[src/rtl/uart_tx_fifo.sv]
// Byte-serialising 8N1 UART transmitter fed by the core's uart_out strobe.
// A FIFO absorbs bursts; a START/DATA/STOP sequencer drains it with no gap between frames.
module uart_tx_fifo #(
   parameter int unsigned CLK_DIV    = 16,
   parameter int unsigned FIFO_DEPTH = 16
) (
   input  logic                          clock,
   input  logic                          reset_n,
   input  logic [8:0]                    uart_in,
   output logic                          tx,
   output logic                          busy,
   output logic [$clog2(FIFO_DEPTH):0]   fifo_count,
   output logic                          overflow
);

   localparam int unsigned PTR_W = $clog2(FIFO_DEPTH);
   localparam int unsigned CW    = PTR_W + 1;
   localparam int unsigned CNT_W = $clog2(CLK_DIV);

   typedef enum logic [1:0] {
      S_IDLE  = 2'd0,
      S_START = 2'd1,
      S_DATA  = 2'd2,
      S_STOP  = 2'd3
   } state_t;

   state_t             r_state;
   logic [CNT_W-1:0]   r_cnt;
   logic [2:0]         r_bit;
   logic [7:0]         r_shift;
   logic [7:0]         r_mem [FIFO_DEPTH];
   logic [PTR_W-1:0]   r_wr_ptr;
   logic [PTR_W-1:0]   r_rd_ptr;
   logic [CW-1:0]      r_count;
   logic               r_overflow;
   logic               r_tx;
   logic               r_busy;

   state_t             w_state_nxt;
   logic [CNT_W-1:0]   w_cnt_nxt;
   logic [2:0]         w_bit_nxt;
   logic [7:0]         w_shift_nxt;
   logic               w_pop;
   logic               w_baud_end;
   logic               w_fifo_nonempty;
   logic [7:0]         w_head;
   logic               w_push;
   logic               w_push_ok;
   logic [CW-1:0]      w_count_nxt;
   logic               w_tx_nxt;
   logic               w_busy_nxt;

   assign w_baud_end      = (r_cnt == CNT_W'(CLK_DIV - 1));
   assign w_fifo_nonempty = (r_count != '0);
   assign w_head          = r_mem[r_rd_ptr];
   assign w_push          = uart_in[8];

   // State register plus FIFO bookkeeping; reset wins over any push on the same edge.
   always_ff @(posedge clock) begin
      if (!reset_n) begin
         r_state    <= S_IDLE;
         r_cnt      <= '0;
         r_bit      <= '0;
         r_shift    <= '0;
         r_wr_ptr   <= '0;
         r_rd_ptr   <= '0;
         r_count    <= '0;
         r_overflow <= 1'b0;
         r_tx       <= 1'b1;
         r_busy     <= 1'b0;
      end else begin
         r_state    <= w_state_nxt;
         r_cnt      <= w_cnt_nxt;
         r_bit      <= w_bit_nxt;
         r_shift    <= w_shift_nxt;
         r_count    <= w_count_nxt;
         r_tx       <= w_tx_nxt;
         r_busy     <= w_busy_nxt;
         if (w_push_ok) r_wr_ptr <= r_wr_ptr + PTR_W'(1);
         if (w_pop)     r_rd_ptr <= r_rd_ptr + PTR_W'(1);
         if (w_push && !w_push_ok) r_overflow <= 1'b1;
      end
   end

   // Storage array carries no reset; pointers alone define its contents.
   always_ff @(posedge clock) begin
      if (reset_n && w_push_ok) r_mem[r_wr_ptr] <= uart_in[7:0];
   end

   // Next-state logic: baud counter reloads on every state or bit transition.
   always_comb begin
      w_state_nxt = r_state;
      w_cnt_nxt   = r_cnt + CNT_W'(1);
      w_bit_nxt   = r_bit;
      w_shift_nxt = r_shift;
      w_pop       = 1'b0;
      unique case (r_state)
         S_IDLE: begin
            w_cnt_nxt = '0;
            if (w_fifo_nonempty) begin
               w_pop       = 1'b1;
               w_shift_nxt = w_head;
               w_state_nxt = S_START;
            end
         end
         S_START: begin
            if (w_baud_end) begin
               w_cnt_nxt   = '0;
               w_bit_nxt   = '0;
               w_state_nxt = S_DATA;
            end
         end
         S_DATA: begin
            if (w_baud_end) begin
               w_cnt_nxt = '0;
               if (r_bit == 3'd7) begin
                  w_state_nxt = S_STOP;
               end else begin
                  w_bit_nxt   = r_bit + 3'd1;
                  w_shift_nxt = {1'b0, r_shift[7:1]};
               end
            end
         end
         S_STOP: begin
            if (w_baud_end) begin
               w_cnt_nxt = '0;
               if (w_fifo_nonempty) begin
                  w_pop       = 1'b1;
                  w_shift_nxt = w_head;
                  w_state_nxt = S_START;
               end else begin
                  w_state_nxt = S_IDLE;
               end
            end
         end
         default: w_state_nxt = S_IDLE;
      endcase
   end

   // Output decode from the upcoming state so tx and busy land in registers.
   always_comb begin
      w_tx_nxt    = 1'b1;
      w_push_ok   = w_push && ((r_count != CW'(FIFO_DEPTH)) || w_pop);
      w_count_nxt = r_count;
      unique case ({w_push_ok, w_pop})
         2'b10:   w_count_nxt = r_count + CW'(1);
         2'b01:   w_count_nxt = r_count - CW'(1);
         default: w_count_nxt = r_count;
      endcase
      unique case (w_state_nxt)
         S_START: w_tx_nxt = 1'b0;
         S_DATA:  w_tx_nxt = w_shift_nxt[0];
         default: w_tx_nxt = 1'b1;
      endcase
      w_busy_nxt = (w_state_nxt != S_IDLE) || (w_count_nxt != '0);
   end

   assign tx         = r_tx;
   assign busy       = r_busy;
   assign fifo_count = r_count;
   assign overflow   = r_overflow;

endmodule

[config.mk]
export PLATFORM = sky130hd
export DESIGN_NAME = uart_tx_fifo
export DESIGN_NICKNAME = d
export VERILOG_FILES = /design/src/rtl/uart_tx_fifo.sv
export SDC_FILE = /design/constraint.sdc
export NUM_CORES = 1
export LEC_CHECK = 0
export BUFFER_PORTS_ARGS = -buffer_cell sky130_fd_sc_hd__buf_2
export CAP_MARGIN = 40
export CORE_ASPECT_RATIO = 0.9
export CORE_MARGIN = 3
export CORE_UTILIZATION = 45
export DETAILED_ROUTE_END_ITERATION = 8
export PLACE_DENSITY = 0.72
export SLEW_MARGIN = 30
export SYNTH_ARGS = -nofsm -noshare
export SYNTH_HDL_FRONTEND = slang
export SYNTH_SLANG_ARGS = --single-unit
[constraint.sdc]
create_clock -name clock -period 5.9 [get_ports clock]
set_clock_uncertainty 0.15 [all_clocks]
set_input_delay 0.885 -clock clock [delete_from_list [all_inputs] [get_ports clock]]
set_output_delay 0.885 -clock clock [all_outputs]
set_load 0.01 [all_outputs]
==> flow_summary.json <==
{
  "wl_um": 13900,
  "reg2reg_to": "busy$_SDFF_PN0_",
  "r2r_start": "r_state[0]$_SDFF_PN0_",
  "cp_num_buf_inv": 0,
  "row_count": 42,
  "n_antenna_cell": 0,
  "cp_cell_sequence": "ha_1 > a41oi_4 > a2111oi_4 > ha_1 > a21o_1 > a21oi_1 > nand2_1 > o221ai_1 > o221ai_1 > o31a_1",
  "cap_violations": 0,
  "die_h_um": 123,
  "core_region_area_um2": 14800,
  "final_max_slew_viol_count": 0,
  "start_util": 0.464,
  "hold_violations": 0,
  "worstHoldStart": "r_cnt[0]$_SDFF_PP0_",
  "yosysTopAreaCellShare": 0.559,
  "num_io_pins": 19,
  "synth-simple-area-share": 0.0708,
  "synth_top_area_cell": "edfxtp_1",
  "gp_congestion": 0.811,
  "powerDensity_nw_per_um2": 434,
  "place_ws_ns": 2.44,
  "syn_area_um2": 6880,
  "synth.avg_cell_area_um2": 17.1,
  "final_core_util": 0.525,
  "synth_mux_area_frac": 0.150,
  "arrival_ns": 3.64,
  "wl_per_cell_um": 21.5,
  "tns_ns": 0,
  "first_global_vias": 3762,
  "hold_path.class": "register to register",
  "cpLargestDelayFamily": "compound AO/OA/AOI/OAI gates",
  "postCtsHoldBufs": 0,
  "grt_max_degree": 33,
  "worst_pin_slew_ns": 0.756,
  "die_x_um": 136,
  "reg2reg_depth": 10,
  "start_kind": "register",
  "r2r_slack_ns": 2.43,
  "synth_cell_types": 50,
  "postPlaceCellArea_um2": 7180,
  "timing.fmax_mhz": 288,
  "crit_path_end_kind": "register",
  "slowest_delay_ns": 0.59,
  "drt_pass1_iterations": 6,
  "rsz0062_at_grt": "no",
  "track_usage": 0.176,
  "overflow": 0,
  "drc_errors": 0,
  "synth-main-ff-cell": "edfxtp_1",
  "synth_compound_area_frac": 0.0473,
  "layout-drive-gt1-share": 0.209,
  "grt_first_pass_wirelength_um": 21400,
  "holdPathEnd": "r_cnt[0]$_SDFF_PP0_",
  "cts_resized": 0,
  "post-cts-setup-buffer-count": 0,
  "ys_warn_count": 0,
  "syn_inst": 403,
  "synth_xor_area_frac": 0.0140,
  "finalPower_uw": 3380,
  "hold_depth": 1,
  "layout_setup_ws_ns": 2.43,
  "min_period_ns": 3.47,
  "synth_seq_cells": 165,
  "synthArstFlopShare": 0,
  "port_buffers": 18,
  "synth.top_cells.by_area": "edfxtp_1 (56%), dfxtp_1 (11%), mux4_2 (7.2%), mux4_1 (6.5%), ha_1 (3.1%)",
  "cts_tree": "done",
  "nets": 461,
  "ant_nets": 0,
  "synth_edf_count": 128,
  "critical_path_class": "register to register",
  "clock_latency_ns": 0.42,
  "slew_headroom": 0.494,
  "synth_top_family_by_area": "multiplexers",
  "synthAdderAreaFrac": 0.0338,
  "cts_buffer_depth": 2,
  "viasPerCell": 5.78,
  "area_growth_syn_to_layout_pct": 13.2,
  "syn-num-nets": 432,
  "seq_area_frac_synth": 0.667,
  "cpMaxStageDelayCell": "a2111oi_4",
  "cts_max_level": 4,
  "numCtsBuffers": 17,
  "clkSinkCount": 165,
  "die_area_um2": 16800,
  "cts.clk_slew.worst_paths_ns": 0.07,
  "setup_viol_count_final": 0,
  "root_buffer": "clkbuf_16",
  "cp.required_ns": 6.07,
  "dr.first_iter.drc_count": 350,
  "vias": 3715,
  "status": "completed",
  "fin_crit_sh": 0.589,
  "ir_drop_uv": 217,
  "antenna_found_initial": 0,
  "crit_fanout": 8,
  "hpwlAfterDp_um": 8620,
  "p_leak_uw": 0.00262,
  "stdcell_area_um2": 7780
}
-- sequential cells by signal (all words and copies together) (netlist names), 2 cells and up, named ones only --
register	cells
r_mem	128
r_shift	8
fifo_count	5
r_cnt	4
r_rd_ptr	4
r_wr_ptr	4
r_bit	3
r_state	2
-- kinds of logic after synthesis --
logic type | after synthesis
buf+inv | 23
xor+xnor | 11
fa+ha+maj | 18
mux | 48
flops | 165
simple gates | 102
compound gates | 36
-- placed cells by master (no fill, tap or decap), types with 5 or more instances in the layout --
cell type	count
edfxtp_1	128
nor2_1	42
dfxtp_1	36
mux4_2	22
buf_2	18
mux4_1	17
ha_1	17
clkbuf_16	17
nand2_1	15
nor2_2	9
mux2i_1	9
nor3_1	9
inv_1	8
xor2_1	7
a222oi_1	6
buf_4	6
a21oi_1	5
-- synthesized netlist by cell type, types with 4 or more instances --
cell type	count
mux2i_1	9
edfxtp_1	128
dfxtp_1	37
nor2_1	51
mux4_2	22
a222oi_1	6
a21oi_1	5
inv_1	8
o21ai_0	4
a21o_1	4
buf_6	4
nand4_1	4
clkbuf_1	9
xnor2_1	4
nand2_1	15
xor2_1	7
ha_1	17
mux4_1	17
nor3_1	9
-- power by group --
group | internal, µW | total (µW) | switching [µW]
Clock | 629 | 1080 | 454
Sequential | 1330 | 1430 | 101
Combinational | 384 | 862 | 478
-- worst reg2reg max path, stage by stage, from the launching register on --
cell and delay, ns:
dfxtp_1 0.40, ha_1 0.31, a41oi_4 0.21, a2111oi_4 0.59, ha_1 0.38, a21o_1 0.20, a21oi_1 0.32, nand2_1 0.11
o221ai_1 0.19, o221ai_1 0.18, o31a_1 0.33
-- area by class of cell --
type,count,area [µm²]
clock buffers,19,433
fillers,1182,7040
well taps,198,248
inverters,8,30.0
multi-input cells,215,2200
repair buffers,25,140
clock inverters,13,146
flip-flops and latches,165,4590
-- stage by stage --
step                      instances  hold WS, ns
final                           643        0.296
after global routing            643        0.322
after CTS                       640        0.305
after detailed placement        608        0.290
after global placement          605        0.280
after floorplan                 403        0.268
-- metal layers --
| layer | global-route usage | routed length (µm) |
|---|---|---|
| met1 | 0.226 | 5680 |
| met2 | 0.290 | 7000 |
| met3 | 0.0566 | 973 |
| met4 | 0.0529 | 198 |
| met5 | 0 | 0 |
-- how the worst max path moves through the flow --
stage,start,cells after the start,endpoint
2_1_floorplan,r_state[0]$_SDFF_PN0_,10,busy$_SDFF_PN0_
3_3_place_gp,uart_in[8],9,busy$_SDFF_PN0_
3_5_place_dp,uart_in[8],9,busy$_SDFF_PN0_
4_1_cts,r_state[0]$_SDFF_PN0_,10,busy$_SDFF_PN0_
5_1_grt,r_state[1]$_SDFF_PN0_,10,busy$_SDFF_PN0_
6_report,r_state[0]$_SDFF_PN0_,10,busy$_SDFF_PN0_
(Power assumes the default switching activity.)
